<file path="config.mk">
export PLATFORM = sky130hd
export DESIGN_NAME = trap_ctrl
export DESIGN_NICKNAME = d
export VERILOG_FILES = /design/src/rtl/core_pkg.sv /design/src/rtl/trap_csr_file.sv /design/src/rtl/trap_ctrl.sv
export SDC_FILE = /design/constraint.sdc
export NUM_CORES = 1
export LEC_CHECK = 0
export ABC_AREA = 0
export CAP_MARGIN = 20
export CORE_MARGIN = 4
export CORE_UTILIZATION = 54
export CTS_CLUSTER_DIAMETER = 200
export DETAILED_ROUTE_END_ITERATION = 10
export GPL_ROUTABILITY_DRIVEN = 0
export PLACE_DENSITY = 0.86
export SYNTH_ARGS = -nofsm -noshare
export SYNTH_HDL_FRONTEND = slang
export SYNTH_SLANG_ARGS = --single-unit
</file>
<file path="constraint.sdc">
create_clock -name clk -period 5.7 [get_ports clk]
set_input_delay 0.855 -clock clk [delete_from_list [all_inputs] [get_ports clk]]
set_output_delay 0.855 -clock clk [all_outputs]
set_load 0.005 [all_outputs]
</file>
<file path="src/rtl/core_pkg.sv">
// Shared trap definitions: CSR addresses, trap cause codes and mstatus/mip bit positions.
package core_pkg;

    localparam logic [11:0] CSR_MSTATUS = 12'h300;
    localparam logic [11:0] CSR_MIE     = 12'h304;
    localparam logic [11:0] CSR_MTVEC   = 12'h305;
    localparam logic [11:0] CSR_MEPC    = 12'h341;
    localparam logic [11:0] CSR_MCAUSE  = 12'h342;
    localparam logic [11:0] CSR_MTVAL   = 12'h343;
    localparam logic [11:0] CSR_MIP     = 12'h344;

    typedef enum logic [3:0] {
        EXC_INSTR_MISALIGN = 4'd0,
        EXC_INSTR_FAULT    = 4'd1,
        EXC_ILLEGAL        = 4'd2,
        EXC_BREAKPOINT     = 4'd3,
        EXC_LOAD_MISALIGN  = 4'd4,
        EXC_LOAD_FAULT     = 4'd5,
        EXC_STORE_MISALIGN = 4'd6,
        EXC_STORE_FAULT    = 4'd7,
        EXC_ECALL_M        = 4'd11
    } exc_code_e;

    typedef enum logic [3:0] {
        IRQ_SW    = 4'd3,
        IRQ_TIMER = 4'd7,
        IRQ_EXT   = 4'd11
    } irq_code_e;

    // Bit positions shared by mie and mip
    localparam int IRQ_SW_BIT    = 3;
    localparam int IRQ_TIMER_BIT = 7;
    localparam int IRQ_EXT_BIT   = 11;

    localparam int MSTATUS_MIE_BIT  = 3;
    localparam int MSTATUS_MPIE_BIT = 7;
    localparam int MSTATUS_MPP_LO   = 11;
    localparam int MSTATUS_MPP_HI   = 12;

endpackage

</file>
<file path="src/rtl/trap_csr_file.sv">
// Trap CSR storage with read mux, WB write port and trap/mret update ports.
// mie/mip are live only when TRAP_CTRL_INTR_EN is defined; otherwise they read 0.
module trap_csr_file
    import core_pkg::*;
#(
    parameter int              XLEN      = 32,
    parameter logic [XLEN-1:0] MTVEC_RST = '0
) (
    input  logic            clk,
    input  logic            rst_b,
    input  logic            csr_wr,
    input  logic [11:0]     csr_addr,
    input  logic [XLEN-1:0] csr_wdata,
    output logic [XLEN-1:0] csr_rdata,
    input  logic            trap_set,
    input  logic [XLEN-1:0] trap_epc,
    input  logic [XLEN-1:0] trap_cause,
    input  logic [XLEN-1:0] trap_tval,
    input  logic            mret_set,
    input  logic            ext_irq,
    input  logic            sw_irq,
    input  logic            timer_irq,
    output logic            mstatus_mie,
    output logic [XLEN-1:0] mtvec,
    output logic [XLEN-1:0] mepc,
    output logic [2:0]      irq_pending
);

    logic            mie_bit_reg;
    logic            mpie_reg;
    logic [XLEN-1:0] mtvec_reg;
    logic [XLEN-1:0] mepc_reg;
    logic [XLEN-1:0] mcause_reg;
    logic [XLEN-1:0] mtval_reg;
    logic [XLEN-1:0] mie_rd;
    logic [XLEN-1:0] mip_rd;

    // WB write first; a same-cycle trap/mret then wins on the fields it owns
    always_ff @(posedge clk or negedge rst_b) begin
        if (!rst_b) begin
            mie_bit_reg <= 1'b0;
            mpie_reg    <= 1'b0;
            mtvec_reg   <= {MTVEC_RST[XLEN-1:2], 2'b00};
            mepc_reg    <= '0;
            mcause_reg  <= '0;
            mtval_reg   <= '0;
        end else begin
            if (csr_wr) begin
                case (csr_addr)
                    CSR_MSTATUS: begin
                        mie_bit_reg <= csr_wdata[MSTATUS_MIE_BIT];
                        mpie_reg    <= csr_wdata[MSTATUS_MPIE_BIT];
                    end
                    CSR_MTVEC:  mtvec_reg  <= {csr_wdata[XLEN-1:2], 2'b00};
                    CSR_MEPC:   mepc_reg   <= {csr_wdata[XLEN-1:2], 2'b00};
                    CSR_MCAUSE: mcause_reg <= csr_wdata;
                    CSR_MTVAL:  mtval_reg  <= csr_wdata;
                    default: ;
                endcase
            end
            if (trap_set) begin
                mepc_reg    <= trap_epc;
                mcause_reg  <= trap_cause;
                mtval_reg   <= trap_tval;
                mpie_reg    <= mie_bit_reg;
                mie_bit_reg <= 1'b0;
            end else if (mret_set) begin
                mie_bit_reg <= mpie_reg;
                mpie_reg    <= 1'b1;
            end
        end
    end

`ifdef TRAP_CTRL_INTR_EN
    localparam logic [XLEN-1:0] IRQ_MASK =
        XLEN'((32'd1 << IRQ_EXT_BIT) | (32'd1 << IRQ_TIMER_BIT) | (32'd1 << IRQ_SW_BIT));

    logic [XLEN-1:0] mie_reg;

    always_ff @(posedge clk or negedge rst_b) begin
        if (!rst_b) begin
            mie_reg <= '0;
        end else if (csr_wr && csr_addr == CSR_MIE) begin
            mie_reg <= csr_wdata & IRQ_MASK;
        end
    end

    always_comb begin
        mip_rd                = '0;
        mip_rd[IRQ_EXT_BIT]   = ext_irq;
        mip_rd[IRQ_TIMER_BIT] = timer_irq;
        mip_rd[IRQ_SW_BIT]    = sw_irq;
    end

    assign mie_rd      = mie_reg;
    assign irq_pending = {mie_reg[IRQ_EXT_BIT]   & mip_rd[IRQ_EXT_BIT],
                          mie_reg[IRQ_SW_BIT]    & mip_rd[IRQ_SW_BIT],
                          mie_reg[IRQ_TIMER_BIT] & mip_rd[IRQ_TIMER_BIT]};
`else
    logic unused_irq;
    assign unused_irq  = ^{ext_irq, sw_irq, timer_irq};
    assign mie_rd      = '0;
    assign mip_rd      = '0;
    assign irq_pending = '0;
`endif

    always_comb begin
        csr_rdata = '0;
        case (csr_addr)
            CSR_MSTATUS: begin
                csr_rdata[MSTATUS_MIE_BIT]                = mie_bit_reg;
                csr_rdata[MSTATUS_MPIE_BIT]               = mpie_reg;
                csr_rdata[MSTATUS_MPP_HI:MSTATUS_MPP_LO]  = 2'b11;
            end
            CSR_MIE:    csr_rdata = mie_rd;
            CSR_MTVEC:  csr_rdata = mtvec_reg;
            CSR_MEPC:   csr_rdata = mepc_reg;
            CSR_MCAUSE: csr_rdata = mcause_reg;
            CSR_MTVAL:  csr_rdata = mtval_reg;
            CSR_MIP:    csr_rdata = mip_rd;
            default:    csr_rdata = '0;
        endcase
    end

    assign mstatus_mie = mie_bit_reg;
    assign mtvec       = mtvec_reg;
    assign mepc        = mepc_reg;

endmodule

</file>
<file path="src/rtl/trap_ctrl.sv">
// Machine-mode trap controller: exception/mret/interrupt detection on the MEM instruction,
// one-cycle registered trap_take + trap_pc. Interrupts exist only with TRAP_CTRL_INTR_EN.
module trap_ctrl
    import core_pkg::*;
#(
    parameter int              XLEN      = 32,
    parameter logic [XLEN-1:0] MTVEC_RST = 32'h0000_0000
) (
    input  logic            clk,
    input  logic            rst_b,
    input  logic            mem_valid,
    input  logic [XLEN-1:0] mem_pc,
    input  logic            mem_exc_valid,
    input  logic [3:0]      mem_exc_code,
    input  logic [XLEN-1:0] mem_exc_tval,
    input  logic            mem_mret,
    input  logic            csr_wr,
    input  logic [11:0]     csr_addr,
    input  logic [XLEN-1:0] csr_wdata,
    output logic [XLEN-1:0] csr_rdata,
    input  logic            ext_irq,
    input  logic            sw_irq,
    input  logic            timer_irq,
    output logic            trap_take,
    output logic [XLEN-1:0] trap_pc
);

    typedef enum logic {IDLE, TAKE} state_e;

    state_e          state_reg, state_next;
    logic            trap_take_reg, trap_take_next;
    logic [XLEN-1:0] trap_pc_reg, trap_pc_next;

    logic            trap_set, mret_set;
    logic [XLEN-1:0] trap_cause, trap_tval;
    logic            mstatus_mie;
    logic [XLEN-1:0] mtvec, mepc;
    logic [2:0]      irq_pending;
    irq_code_e       irq_code;

    trap_csr_file #(
        .XLEN      (XLEN),
        .MTVEC_RST (MTVEC_RST)
    ) u_csr (
        .clk         (clk),
        .rst_b       (rst_b),
        .csr_wr      (csr_wr),
        .csr_addr    (csr_addr),
        .csr_wdata   (csr_wdata),
        .csr_rdata   (csr_rdata),
        .trap_set    (trap_set),
        .trap_epc    (mem_pc),
        .trap_cause  (trap_cause),
        .trap_tval   (trap_tval),
        .mret_set    (mret_set),
        .ext_irq     (ext_irq),
        .sw_irq      (sw_irq),
        .timer_irq   (timer_irq),
        .mstatus_mie (mstatus_mie),
        .mtvec       (mtvec),
        .mepc        (mepc),
        .irq_pending (irq_pending)
    );

    // irq_pending is {ext, sw, timer}; ext has top priority
    always_comb begin
        irq_code = IRQ_TIMER;
        if (irq_pending[2]) begin
            irq_code = IRQ_EXT;
        end else if (irq_pending[1]) begin
            irq_code = IRQ_SW;
        end
    end

    always_comb begin
        state_next     = state_reg;
        trap_take_next = 1'b0;
        trap_pc_next   = trap_pc_reg;
        trap_set       = 1'b0;
        mret_set       = 1'b0;
        trap_cause     = '0;
        trap_tval      = '0;
        case (state_reg)
            IDLE: begin
                if (mem_valid && mem_exc_valid) begin
                    trap_set       = 1'b1;
                    trap_cause     = {{(XLEN-4){1'b0}}, mem_exc_code};
                    trap_tval      = mem_exc_tval;
                    trap_pc_next   = mtvec;
                    trap_take_next = 1'b1;
                    state_next     = TAKE;
                end else if (mem_valid && mem_mret) begin
                    mret_set       = 1'b1;
                    trap_pc_next   = mepc;
                    trap_take_next = 1'b1;
                    state_next     = TAKE;
                end else if (mem_valid && mstatus_mie && (|irq_pending)) begin
                    trap_set       = 1'b1;
                    trap_cause     = {1'b1, {(XLEN-5){1'b0}}, irq_code};
                    trap_pc_next   = mtvec;
                    trap_take_next = 1'b1;
                    state_next     = TAKE;
                end
            end
            default: state_next = IDLE;
        endcase
    end

    always_ff @(posedge clk or negedge rst_b) begin
        if (!rst_b) begin
            state_reg     <= IDLE;
            trap_take_reg <= 1'b0;
            trap_pc_reg   <= '0;
        end else begin
            state_reg     <= state_next;
            trap_take_reg <= trap_take_next;
            trap_pc_reg   <= trap_pc_next;
        end
    end

    assign trap_take = trap_take_reg;
    assign trap_pc   = trap_pc_reg;

endmodule

</file>
; Word-level counts from Yosys, hierarchy flattened
; Index checks and enable logic that the tools add are counted.
[word_totals]
register_bits = 161
latchBits = 0
ramBits = 0
rom_bits = 0
out_inout_bits = 65
elab_cells = 66
memories = 0
[classes]
add_sub_neg = 0
multipliers = 0
div = 0
n_lt_le_gt_ge = 0
eq_ne = 5
shifts = 0
muxes = 37
n_bitwise = 1
n_reduce_logical = 15
[ops]
columns = cell, count
row1 = $mux W32, 13
row2 = $pmux W19 S4, 1
row3 = $eq A12 B10 Y1 const B, 5
row4 = $pmux W3 S4, 3
row5 = $mux W1, 15
row6 = $reduce_and A2 Y1, 6
row7 = $pmux W1 S5, 2
row8 = $pmux W2 S5, 1
row9 = $reduce_bool A2 Y1, 5
row10 = $mux W4, 2
row11 = $reduce_bool A3 Y1, 2
row12 = $logic_and A1 B1 Y1, 2
row13 = $not A1 Y1, 1

; Longest topological paths before layout
; Gate-level depths: netlist of the first run.
[depth]
depth_word = 6
mapped_depth = 7
mapped_depth_nobuf = 5

; Cells and area by module
; From an unflattened synthesis of the first run, not the netlist that was laid out.
[hier_totals]
cells_unflattened = 843
area_unflattened_um2 = 9255.1
[by_module_without_submodules]
columns = mod, instances, cells_per_inst, area_per_inst_um2, seq_area_each_um2
row1 = trap_csr_file, 1, 676, 7134.3, 3203.1
row2 = trap_ctrl, 1, 167, 2120.8, 825.8

; Worst setup path before layout of the first run
; OpenSTA, ideal clock, no wires.
[synth_timing]
kind = in2out
start = input csr_addr[5]
end = output csr_rdata[13]
t_arrival_ns = 2.456
required_time_ns = 4.845
setup_slack_ns = 2.389
path_stages = 5
path_cell_list = or4_1 buf_2 nor3_1 buf_2 a221o_1
[synth_via]
elab_chain_len = 2
[synth_rtl]
columns = element, line_no
row1 = "start, declared", trap_ctrl.sv:18  ; input logic [11:0] csr_addr,
row2 = $eq A12 B10 Y1, trap_csr_file.sv:109  ; case (csr_addr)
row3 = $pmux W19 S4 (*), trap_csr_file.sv:109
row4 = "end, declared", trap_ctrl.sv:20  ; output logic [XLEN-1:0] csr_rdata,
; Every way passes the cells marked *; elsewhere a longest branch is shown, timed or not.

; Worst setup path after layout of the first run
; Same ends and word-level chain as after synthesis.

==> results of run 1 <==
worst max path at each step:
stage | from | end | slack [ps] | depth (start not counted)
CTS | csr_addr[5] | csr_rdata[26] | 1160 | 7
global placement | csr_addr[5] | csr_rdata[17] | 1290 | 7
finish | csr_addr[5] | csr_rdata[13] | 1140 | 7
global route | csr_addr[5] | csr_rdata[26] | 990 | 7
floorplan | csr_addr[5] | csr_rdata[13] | 2390 | 5
detailed placement | csr_addr[5] | csr_rdata[26] | 1160 | 7
critical path, cell delays in order:
cell and delay (ps):
sky130_fd_sc_hd__clkdlybuf4s50_1 420, sky130_fd_sc_hd__nor4_1 730, sky130_fd_sc_hd__nand3_2 510, sky130_fd_sc_hd__buf_4 400, sky130_fd_sc_hd__nor2_1 150, sky130_fd_sc_hd__a221o_1 150, sky130_fd_sc_hd__clkdlybuf4s50_1 500
per-stage QoR:
stage / power (mW) / setup slack, ps / cell area (µm²) / hold WS, ps / util, %
after floorplan: 1.61 / 2390 / 7940 / 473 / -
after global placement: 1.90 / 1290 / 9910 / 460 / 68.5
after detailed placement: 1.92 / 1160 / 9910 / 469 / 68.5
after CTS: 3.02 / 1160 / 10500 / 256 / 72.4
after global routing: 3.14 / 989 / 10500 / 264 / 72.5
final: 3.02 / 1140 / 10500 / 260 / 72.5
cell families after synthesis:
kind of cell | after synthesis | share of synthesized area (%)
simple gates | 324 | 17.7
buf+inv | 70 | 3.73
mux | 96 | 12.7
compound gates | 164 | 15.2
flops | 161 | 50.7
layout make-up:
class / count / area [µm²] / area share, %
Clock inverter: 11 / 115 / 1.10
Timing Repair Buffer: 205 / 2020 / 19.2
Sequential cell: 161 / 4030 / 38.4
Inverter: 2 / 7.51 / 0.0715
Clock buffer: 20 / 447 / 4.25
Tap cell: 184 / 230 / 2.19
Multi-Input combinational cell: 584 / 3660 / 34.8
cell usage in the layout (no fill, tap or decap), drive strengths merged, types with 6 or more instances in the layout:
cell type and n:
buf 24, a221o 28, clkbuf 20, nand3b 7
nand3 35, nand4 6, o211ai 28, clkdlybuf4s50 181
o21ai 30, dfrtp 161, mux2i 58, a22oi 34
a31oi 28, nand2 159, mux2 38, nor2 92
report_power, final:
group          total (mW)  switching (mW)  internal (mW)
Combinational       0.526           0.239          0.287
Clock                1.10           0.456          0.648
Sequential           1.39           0.101           1.29
Total                3.02           0.796           2.22
layer usage:
layer | vias up | routed length [µm] | part of all wire [%] | track usage, %
li1 | 3238 | - | - | -
met1 | 3553 | 10300 | 42 | 39.9
met2 | 364 | 11500 | 47 | 46.2
met3 | 48 | 2070 | 8.5 | 7.30
met4 | 2 | 472 | 1.9 | 10.7
met5 | - | 11 | 0.045 | 0
==> results.txt, run 1 <==
The flow ran to the end, and the final reports show no timing, DRC or antenna violations. The post-detailed-route wirelength per cell came out at 20.9 µm. The setup path with the least slack is of type input port to primary output. During I/O placement, the number of pins put on the boundary was 186.

TritonCTS built the clock tree. The number of distinct library cells after synthesis came out at 39. After synthesis, the cell types taking the most area are sky130_fd_sc_hd__dfrtp_1 51%, sky130_fd_sc_hd__nand2_1 7.5%, sky130_fd_sc_hd__mux2i_1 7.3%. Clock-pin slew was measured on the worst setup and hold paths at 60 ps. The tools report the category of the worst setup path launch point as an input port. Once detail routing completed, the nets flagged for antenna violations numbered 0. The count of input and output buffers was 182; the register-to-register setup slack was 3630 ps. The number of global-route vias before repair was 7,189; the clock tree buffer depth was 2. The finished layout holds 1,167 standard cells, fillers aside. Once the floorplan was initialized, standard cells occupied 54.9% of the core. The power density over the cells is 287 mW/mm². After legalization and detailed placement, the total HPWL measured 15,400 µm. For this run, the top clock speed supported by timing is 219 MHz. The area fraction of the dominant cell type after synthesis is 50.7%. The maximum number of pins on one net before global-route repair was 74; the share of the clock period used by the worst path after layout was 80.1%. The cell count after synthesis came out at 815.

After detailed routing, the total wire length is 24,300 µm. Yosys mapped a number of flops with a built-in enable equal to 0. The worst pin sits at a relative slew slack of 40.5%.

Along the worst path, the maximum fanout reaches 19. After synthesis, the most frequently instantiated cells are 161 x sky130_fd_sc_hd__dfrtp_1, 159 x sky130_fd_sc_hd__nand2_1, 92 x sky130_fd_sc_hd__nor2_1. The number of synthesis warnings came out at 0. Each instance of the synthesized netlist takes up on average 9.75 µm².

For the total of fill cells in the finished design, the log shows 1,080. The tools report the destination of the worst register-to-register timing path as u_csr.mepc[2]. For this design, the sink count on the clock tree is 161. The clock network latency to the later pin of the worst-skew pair was 440 ps.

Post-CTS timing repair inserted 0 buffers for setup. The worst setup path is captured at a primary output. Number of cells traversed by the worst register-to-register path: 4. The tools report the worst clock skew as 8.89 ps.

The arrival time at the worst endpoint came out at 3710 ps. The final count of hold timing violations is 0. CTS built an H-tree with a depth of 4. The classification of the worst-slack hold path is input port to async pin.

After clock tree synthesis, the flow added hold-fix buffers numbering 0. The origin of the critical flop-to-flop path is trap_take. IR analysis of the VDD net gives a maximum drop of 0.222 mV. Summed over all layers, the global routing overflow is 0.

Before antenna repair, the detailed router went through 5 iterations. The first global-routing pass estimated 37,900 µm of wire. The count of standard-cell rows came out at 44. The run gives 0 as the number of failing setup endpoints in the final timing report.

Summing every instance area after synthesis gives 0.00794 mm². Setup repair after global routing left no endpoint under its margin. After layout, the minimum clock period comes to 4560 ps. The tools report the number of nets in the final layout as 1,092. When the netlist entered floorplanning its net count stood at 936. sky130_fd_sc_hd__dfrtp_1 is the most common cell in the netlist. Starting DRC count in detailed routing: 761.

The most used flip-flop cell after synthesis is sky130_fd_sc_hd__dfrtp_1. The required time of the worst setup path is 4850 ps, and the share of synthesized registers carrying an async set or reset is 100%. The region available for standard cell placement spans 0.0145 mm². The routed layout has 7,205 vias. Global routing used 29.4% of the available tracks across all layers. Of all cell types, the one taking the most synthesized area is sky130_fd_sc_hd__dfrtp_1.

The post-CTS resize count was 0. The die is 129 µm wide. After detailed placement, the design holds a cell count of 1,135.

The synthesized flop and latch total is 161, and the number of slew-limit violations in the final report is 0. Number of antenna violations at the first check in global routing: 1. The overall die height is 129 µm, and the number of buffers created by CTS is 17. The tool flagged a number of max-cap violations equal to 0. After routing, the total negative slack on setup checks comes to 0 ps. For the pin with the worst max-slew slack, the measured transition is 893 ps.

Of the cells placed in the final design, the portion with a size suffix greater than 1 is 10.3%. The share of the Yosys chip area taken by registers is 50.7%. The tree is rooted in a sky130_fd_sc_hd__clkbuf_16.

The relative area change from synthesis to final layout was 32.2%. Routed via count divided by cell count: 6.17. For this design the static power due to leakage is 4.66 nW. In the routed design, unresolved DRC markers number 0. The die covers 0.0167 mm².

The number of antenna diodes in the final layout is 0.
(Power assumes the default switching activity.)
==> run 2, diff against run 1 <==
--- a/config.mk
+++ b/config.mk
@@ -8,11 +8,11 @@
 export ABC_AREA = 0
 export CAP_MARGIN = 20
 export CORE_MARGIN = 4
-export CORE_UTILIZATION = 54
+export CORE_UTILIZATION = 46
 export CTS_CLUSTER_DIAMETER = 200
 export DETAILED_ROUTE_END_ITERATION = 10
 export GPL_ROUTABILITY_DRIVEN = 0
-export PLACE_DENSITY = 0.86
+export PLACE_DENSITY = 0.77
 export SYNTH_ARGS = -nofsm -noshare
 export SYNTH_HDL_FRONTEND = slang
 export SYNTH_SLANG_ARGS = --single-unit
==> constraint.sdc (replaced) <==
create_clock -name clk -period 3.8 [get_ports clk]
set_input_delay 0.57 -clock clk [delete_from_list [all_inputs] [get_ports clk]]
set_output_delay 0.57 -clock clk [all_outputs]
set_load 0.005 [all_outputs]
==> results.txt, run 2 (same netlist as run 1, synthesis figures left out) <==
The flow ran to the end, and the final reports show no timing, DRC or antenna violations. The final antenna-violating net count is 0 (unchanged), and the post-CTS resize count is 0 (unchanged). The tools report the setup fix buffers added after clock tree synthesis as 0 (unchanged).

Setup repair after global routing left no endpoint under its margin. For the number of failing setup endpoints in the final timing report, the log shows 0 (unchanged). For the area of the core, the log shows 0.0168 mm² (+16%).

The clock network latency to the later pin of the worst-skew pair is 410 ps (-30 ps), and the relative area change from synthesis to final layout is 33.8%. The hold-fix buffer count after cts was 0 (unchanged); the wire length of the first global-routing pass was 39,300 µm (+3.7%). The tools report the library cell used as clock root buffer as sky130_fd_sc_hd__clkbuf_16. The cell that appears most often on the critical path is sky130_fd_sc_hd__clkdlybuf4s50_1. The run gives 77 (+4.1%) as the maximum number of pins on one net before global-route repair. The run gives 4.45 mW (+47%) as the post-route total power. The leakage component of the power was 4.70 nW (+1.0%). The worst setup path is launched from an input port.

The setup total negative slack is 0 ps (unchanged). The I/O pin total was 186 (unchanged); the cell area reported after detailed placement was 0.0101 mm² (+1.8%). The run gives 0 (unchanged) as the final count of hold timing violations. The classification of the worst-slack hold path is input port to async pin. Area of the die: 0.0194 mm² (+16%). The slowest stage of the critical path belongs to the cell sky130_fd_sc_hd__or4_1. The run gives 0 (unchanged) as the number of slew-limit violations in the final report.

The logs give 25.2% (-4.2 points) for the global-route usage over all layers and 6.44 ps (-2.46 ps) for the worst clock skew. The power density over the cells is 419 mW/mm² (+46%), and the count of input and output buffers is 182 (unchanged). The routed via count divided by cell count works out to 5.85 (-5.3%). In this design, the largest share of critical-path delay is due to buffers and inverters. TritonCTS built the clock tree.

The starting DRC count in detailed routing was 587 (-23%). Number of buffers created by CTS: 17 (unchanged). The clock transition at the registers of the reported paths was 60 ps (about the same); the overall via count from detail_route was 7,112 (-1.3%). The cell area after layout is 0.0106 mm² (+1.2%). The top cell types in the final layout, fill and taps aside, are 181 x sky130_fd_sc_hd__clkdlybuf4s50_1, 161 x sky130_fd_sc_hd__dfrtp_1, 158 x sky130_fd_sc_hd__nand2_1. The count of standard-cell rows came out at 47 (+6.8%). The remaining max-slew budget at the tightest pin is 49.7% (+9.2 points). The run gives 145 ps (-991 ps) as the smallest setup slack after layout.

The timing-limited maximum frequency came out at 274 MHz. Total congestion overflow: 0 (unchanged). The number of nets in the final layout is 1,105 (+1.2%), and the share of the clock period used by the worst path after layout is 96.2%. The required time of the worst setup path was 3230 ps (-1620 ps); the pin slew with the least headroom to its limit was 755 ps (-139 ps).

The number of max-capacitance violations reported was 0 (unchanged). The share of final-layout standard cells stronger than drive strength 1 was 11.5% (+1.2 points); the number of sinks driven by the clock tree was 161 (unchanged). The count of buffer and inverter cells on the critical path came out at 3 (unchanged). The critical path goes through clkdlybuf4s50_1 -> or4_1 -> nor4_2 -> buf_4 -> a221o_1 -> clkdlybuf4s50_1. For the number of antenna violations at the first check in global routing, the log shows 3 (+2).

The number of global-route vias before repair was 7,092 (-1.3%); the placed wire-length estimate was 16,600 µm (+7.4%). The biggest cell delay along the critical path was 650 ps (-80 ps). Worst setup path category: input port to primary output. The worst setup path is captured at a primary output. The tools report the total length of routed wires as 24,700 µm (+1.6%).

The chip width is 139 µm (+7.8%), and the total DRC errors in the routed layout is 0 (unchanged). The run gives 47.4% (-7.5 points) as the initial standard-cell utilization of the core. The maximum ir drop on the vdd rail is 0.326 mV (+47%), and the number of iterations in the first detailed-routing pass is 5 (unchanged). The post-detailed-route wirelength per cell was 20.3 µm (-2.5%). The overall die height works out to 139 µm (+7.8%).

The final critical-path required period works out to 3650 ps. Clock tree buffer depth: 2 (unchanged). The most common library cell in the layout ignoring fill and taps was sky130_fd_sc_hd__clkdlybuf4s50_1.

The largest fanout on the critical path came out at 17 (-2). Worst slack at placement: 181 ps (-976 ps). The level count of the clock H-tree is 4 (unchanged), and the arrival time at the worst endpoint is 3080 ps (-630 ps).
-- run 2: worst paths after layout --
check | startpoint | endpoint | slack [ps] | depth (start not counted)
setup / recovery | csr_addr[5] | csr_rdata[2] | 150 | 6
hold / removal | rst_b | u_csr.mepc[18] | 170 | 1
setup reg to reg | trap_take | u_csr.mpie_reg | 1640 | 6
hold reg to reg | trap_pc[6] | trap_pc[6] | 480 | 2
max in group asynchronous | rst_b | u_csr.mtval_reg[7] | 2640 | 2
min in group clk | trap_pc[6] | trap_pc[6] | 480 | 2
-- run 2: metrics by stage --
step | hold WS (ps) | util (%) | cells
2_1_floorplan | 274 | - | 815
3_3_place_gp | 462 | 60.2 | 1185
3_5_place_dp | 471 | 60.2 | 1185
4_1_cts | 184 | 63.4 | 1215
5_1_grt | 213 | 63.4 | 1216
6_report | 174 | 63.4 | 1216
-- run 2: layer usage --
| layer | up-vias | GRT usage, % | share of wire (%) |
|---|---|---|---|
| met3 | 47 | 6.14 | 7.7 |
| met4 | 4 | 8.08 | 2.2 |
| met2 | 311 | 39.6 | 47 |
| met1 | 3489 | 34.6 | 43 |
| li1 | 3261 | - | - |
| met5 | - | 0 | 0.14 |
-- run 2: worst reg2reg max path, delay by kind of cell (launching register included) --
| kind | cells | cell delay (ps) |
|---|---|---|
| buffers and inverters | 2 | 380 |
| flip-flops | 1 | 380 |
| multiplexers | 1 | 380 |
| AO/OA/AOI/OAI | 1 | 280 |
| AND/OR/NAND/NOR | 2 | 640 |
-- run 2: report_power, final --
part	internal, mW	leakage (nW)	switching, mW
sequential	1.93	2.05	0.143
clock	0.904	0.252	0.678
combinational	0.435	2.40	0.358
-- run 2: final cells by class --
type	count	area (µm²)
Antenna cell	1	2.50
Timing Repair Buffer	218	2120
Tap cell	220	275
Multi-Input combinational cell	584	3660
Inverter	2	7.51
Clock inverter	11	92.6
Fill cell	1402	6130
Sequential cell	161	4030
Clock buffer	19	443
==> run 3, diff against run 2 <==
--- a/config.mk
+++ b/config.mk
@@ -8,11 +8,10 @@
 export ABC_AREA = 0
 export CAP_MARGIN = 20
 export CORE_MARGIN = 4
-export CORE_UTILIZATION = 46
+export CORE_UTILIZATION = 30
 export CTS_CLUSTER_DIAMETER = 200
 export DETAILED_ROUTE_END_ITERATION = 10
 export GPL_ROUTABILITY_DRIVEN = 0
-export PLACE_DENSITY = 0.77
 export SYNTH_ARGS = -nofsm -noshare
 export SYNTH_HDL_FRONTEND = slang
 export SYNTH_SLANG_ARGS = --single-unit
==> results.txt, run 3 (same netlist as run 1, synthesis figures left out) <==
The tree is rooted in a sky130_fd_sc_hd__clkbuf_16. The most common library cell in the layout ignoring fill and taps was sky130_fd_sc_hd__clkdlybuf4s50_1. The I/O pin total is 186 (unchanged), and the count of non-filler cells in the finished layout is 1,328 (+9.2%). The register-to-register setup slack was 1650 ps (about the same); the initial standard-cell utilization of the core was 30.5% (-17 points).

The clock transition at the registers of the reported paths is 60 ps (about the same), and the total of fill cells in the finished design is 2,521 (+80%). For the clock tree buffer depth, the log shows 2 (unchanged). The logs give 17 (unchanged) for the number of buffers created by CTS and 0 (unchanged) for the total congestion overflow. The chip width was 171 µm (+22%). The area of the die is 0.0291 mm² (+50%), and the share of the clock period used by the worst path after layout is 95.9% (-0.29 points).

The run gives 0 (-1) as the number of antenna diodes. Total placed cells including tap cells: 1,298 (+9.5%). For the final antenna-violating net count, the log shows 0 (unchanged). The biggest cell delay along the critical path works out to 650 ps (about the same). The footprint of the flip-flops and latches came out at 0.00403 mm² (unchanged).

The number of nets in the final layout is 1,103 (-0.18%), and the level count of the clock H-tree is 4 (unchanged). The logs give 18.7% (-6.5 points) for the global-route usage over all layers and 0 (-3) for the number of antenna violations at the first check in global routing. The slowest stage of the critical path belongs to the cell sky130_fd_sc_hd__or4_1. The final critical-path required period came out at 3640 ps (-10.9 ps). The logs give 59 (+26%) for the count of standard-cell rows and 7,137 (+0.63%) for the number of global-route vias before repair.

Hold-fix buffer count after cts: 0 (unchanged). The clock network latency to the later pin of the worst-skew pair came out at 420 ps (about the same). The post-detailed-route wirelength per cell was 20.7 µm (+1.6%). For the wire length of the first global-routing pass, the log shows 41,900 µm (+6.8%).

The origin of the critical flop-to-flop path is trap_take. The logs give 18,600 µm (+12%) for the placed wire-length estimate and 3230 ps (about the same) for the required time of the worst setup path. The post-CTS resize count came out at 0 (unchanged). The maximum ir drop on the vdd rail is 0.253 mV (-22%). The destination of the worst register-to-register timing path was u_csr.mstatus_mie.

The logs give 0 (unchanged) for the number of max-capacitance violations reported and 0.00366 mm² (about the same) for the area of the multi-input gates. The setup total negative slack came out at 0 ps (unchanged). Largest fanout on the critical path: 15 (-2). The number of failing setup endpoints in the final timing report is 0 (unchanged). The worst clock skew is 6.29 ps (-0.149 ps), and the overall via count from detail_route is 6,969 (-2.0%).

Number of cells traversed by the worst register-to-register path: 5 (-1). Relative to the synthesized area, the layout overhead comes to 36.5%. For the cell area reported after detailed placement, the log shows 0.0102 mm² (+1.3%). Setup repair after global routing left no endpoint under its margin. The min-delay analysis places its worst path in the category input port to async pin. Routed via count divided by cell count: 5.25 (-10%).

The signal on the critical path passes through clkdlybuf4s50_1 -> or4_1 -> buf_4 -> nor3_2 -> buf_4 -> a221o_1 -> clkdlybuf4s50_1. For the remaining max-slew budget at the tightest pin, the log shows 40.5% (-9.2 points). STA classifies the critical path endpoint as a primary output.

The final count of hold timing violations is 0 (unchanged). Area of the core: 0.0261 mm² (+55%). The worst setup path is of the input port to primary output kind. In this run the worst setup path begins at csr_addr[5]. The run gives 161 (unchanged) as the number of sinks driven by the clock tree. The count of input and output buffers works out to 182 (unchanged).

The top cell types in the final layout, fill and taps aside, are 181 x sky130_fd_sc_hd__clkdlybuf4s50_1, 161 x sky130_fd_sc_hd__dfrtp_1, 158 x sky130_fd_sc_hd__nand2_1. Cell area after layout: 0.0108 mm² (+2.0%). The total length of routed wires came out at 27,400 µm (+11%). TritonCTS built the clock tree. The share of final-layout standard cells stronger than drive strength 1 was 11.3% (-0.18 points). The tools report the starting DRC count in detailed routing as 550 (-6.3%).

Worst hold slack: 110 ps (-64.8 ps). The total DRC errors in the routed layout is 0 (unchanged). The number of iterations in the first detailed-routing pass came out at 5 (unchanged). The pin slew with the least headroom to its limit was 892 ps (+138 ps). The timing-limited maximum frequency was 274 MHz (+0.30%). Maximum number of pins on one net before global-route repair: 92 (+19%).

The tools report the setup fix buffers added after clock tree synthesis as 0 (unchanged). For the arrival time at the worst endpoint, the log shows 3070 ps (about the same). Following the worst setup path forward leads to its endpoint at csr_rdata[9]. The number of slew-limit violations in the final report is 0 (unchanged). The flow ran to the end, and the final reports show no timing, DRC or antenna violations. The overall die height came out at 171 µm (+22%). The tools report the category of the worst setup path launch point as an input port. The post-route total power was 4.71 mW (+6.0%). The power density over the cells works out to 435 mW/mm² (+3.9%).

The leakage component of the power is 4.74 nW (+0.68%).
run 3: cell types whose count changed in the layout (fill, tap and decap cells not counted), sizes merged:
cell	change
diode	-1
clkinv	-2
clkinvlp	-3
bufinv	+3
clkbuf	+2
buf	-2
run 3: metrics by stage:
step	util [%]	setup WS, ps
floorplan	-	1060
global placement	39.2	137
detailed placement	39.2	125
CTS	41.6	121
global route	41.6	62.5
finish	41.6	156
run 3: power breakdown:
part / internal [mW] / total, mW / switching (mW) / leakage [nW]
clock: 1.13 / 1.84 / 0.709 / 0.295
sequential: 1.93 / 2.08 / 0.146 / 2.05
combinational: 0.436 / 0.797 / 0.361 / 2.39
total: 3.50 / 4.71 / 1.22 / 4.74
run 3: cell type report:
| class | count | area share, % |
|---|---|---|
| tap | 335 | 3.87 |
| sequential | 161 | 37.2 |
| timing repair buffer | 216 | 19.4 |
| multi-input combinational | 584 | 33.8 |
| clock inverter | 9 | 1.45 |
| clock buffer | 21 | 4.25 |
| inverter | 2 | 0.0693 |
run 3: layer usage:
layer  up-vias  routed length [µm]  GRT usage (%)
met5         -                   0              0
met4         0                 433           4.76
met2       269               12800           29.7
met3        23                1890           4.14
li1       3253                   -              -
met1      3424               12300           26.0
run 3: critical path, delay by kind of cell:
kind                   cells  cell delay [ps]
and+or+nand+nor            2              820
buffers and inverters      4             1440
AOI/OAI and AO/OA          1              240
run 3: how the worst min path moves through the flow:
stage                          endpoint         from  cells after the start
global placement            trap_pc[30]  trap_pc[30]                      2
detailed placement          trap_pc[22]  trap_pc[22]                      2
CTS                      u_csr.mepc[18]        rst_b                      1
floorplan                    trap_pc[0]        rst_b                      0
finish              u_csr.mtval_reg[20]        rst_b                      1
global route                trap_pc[20]        rst_b                      1
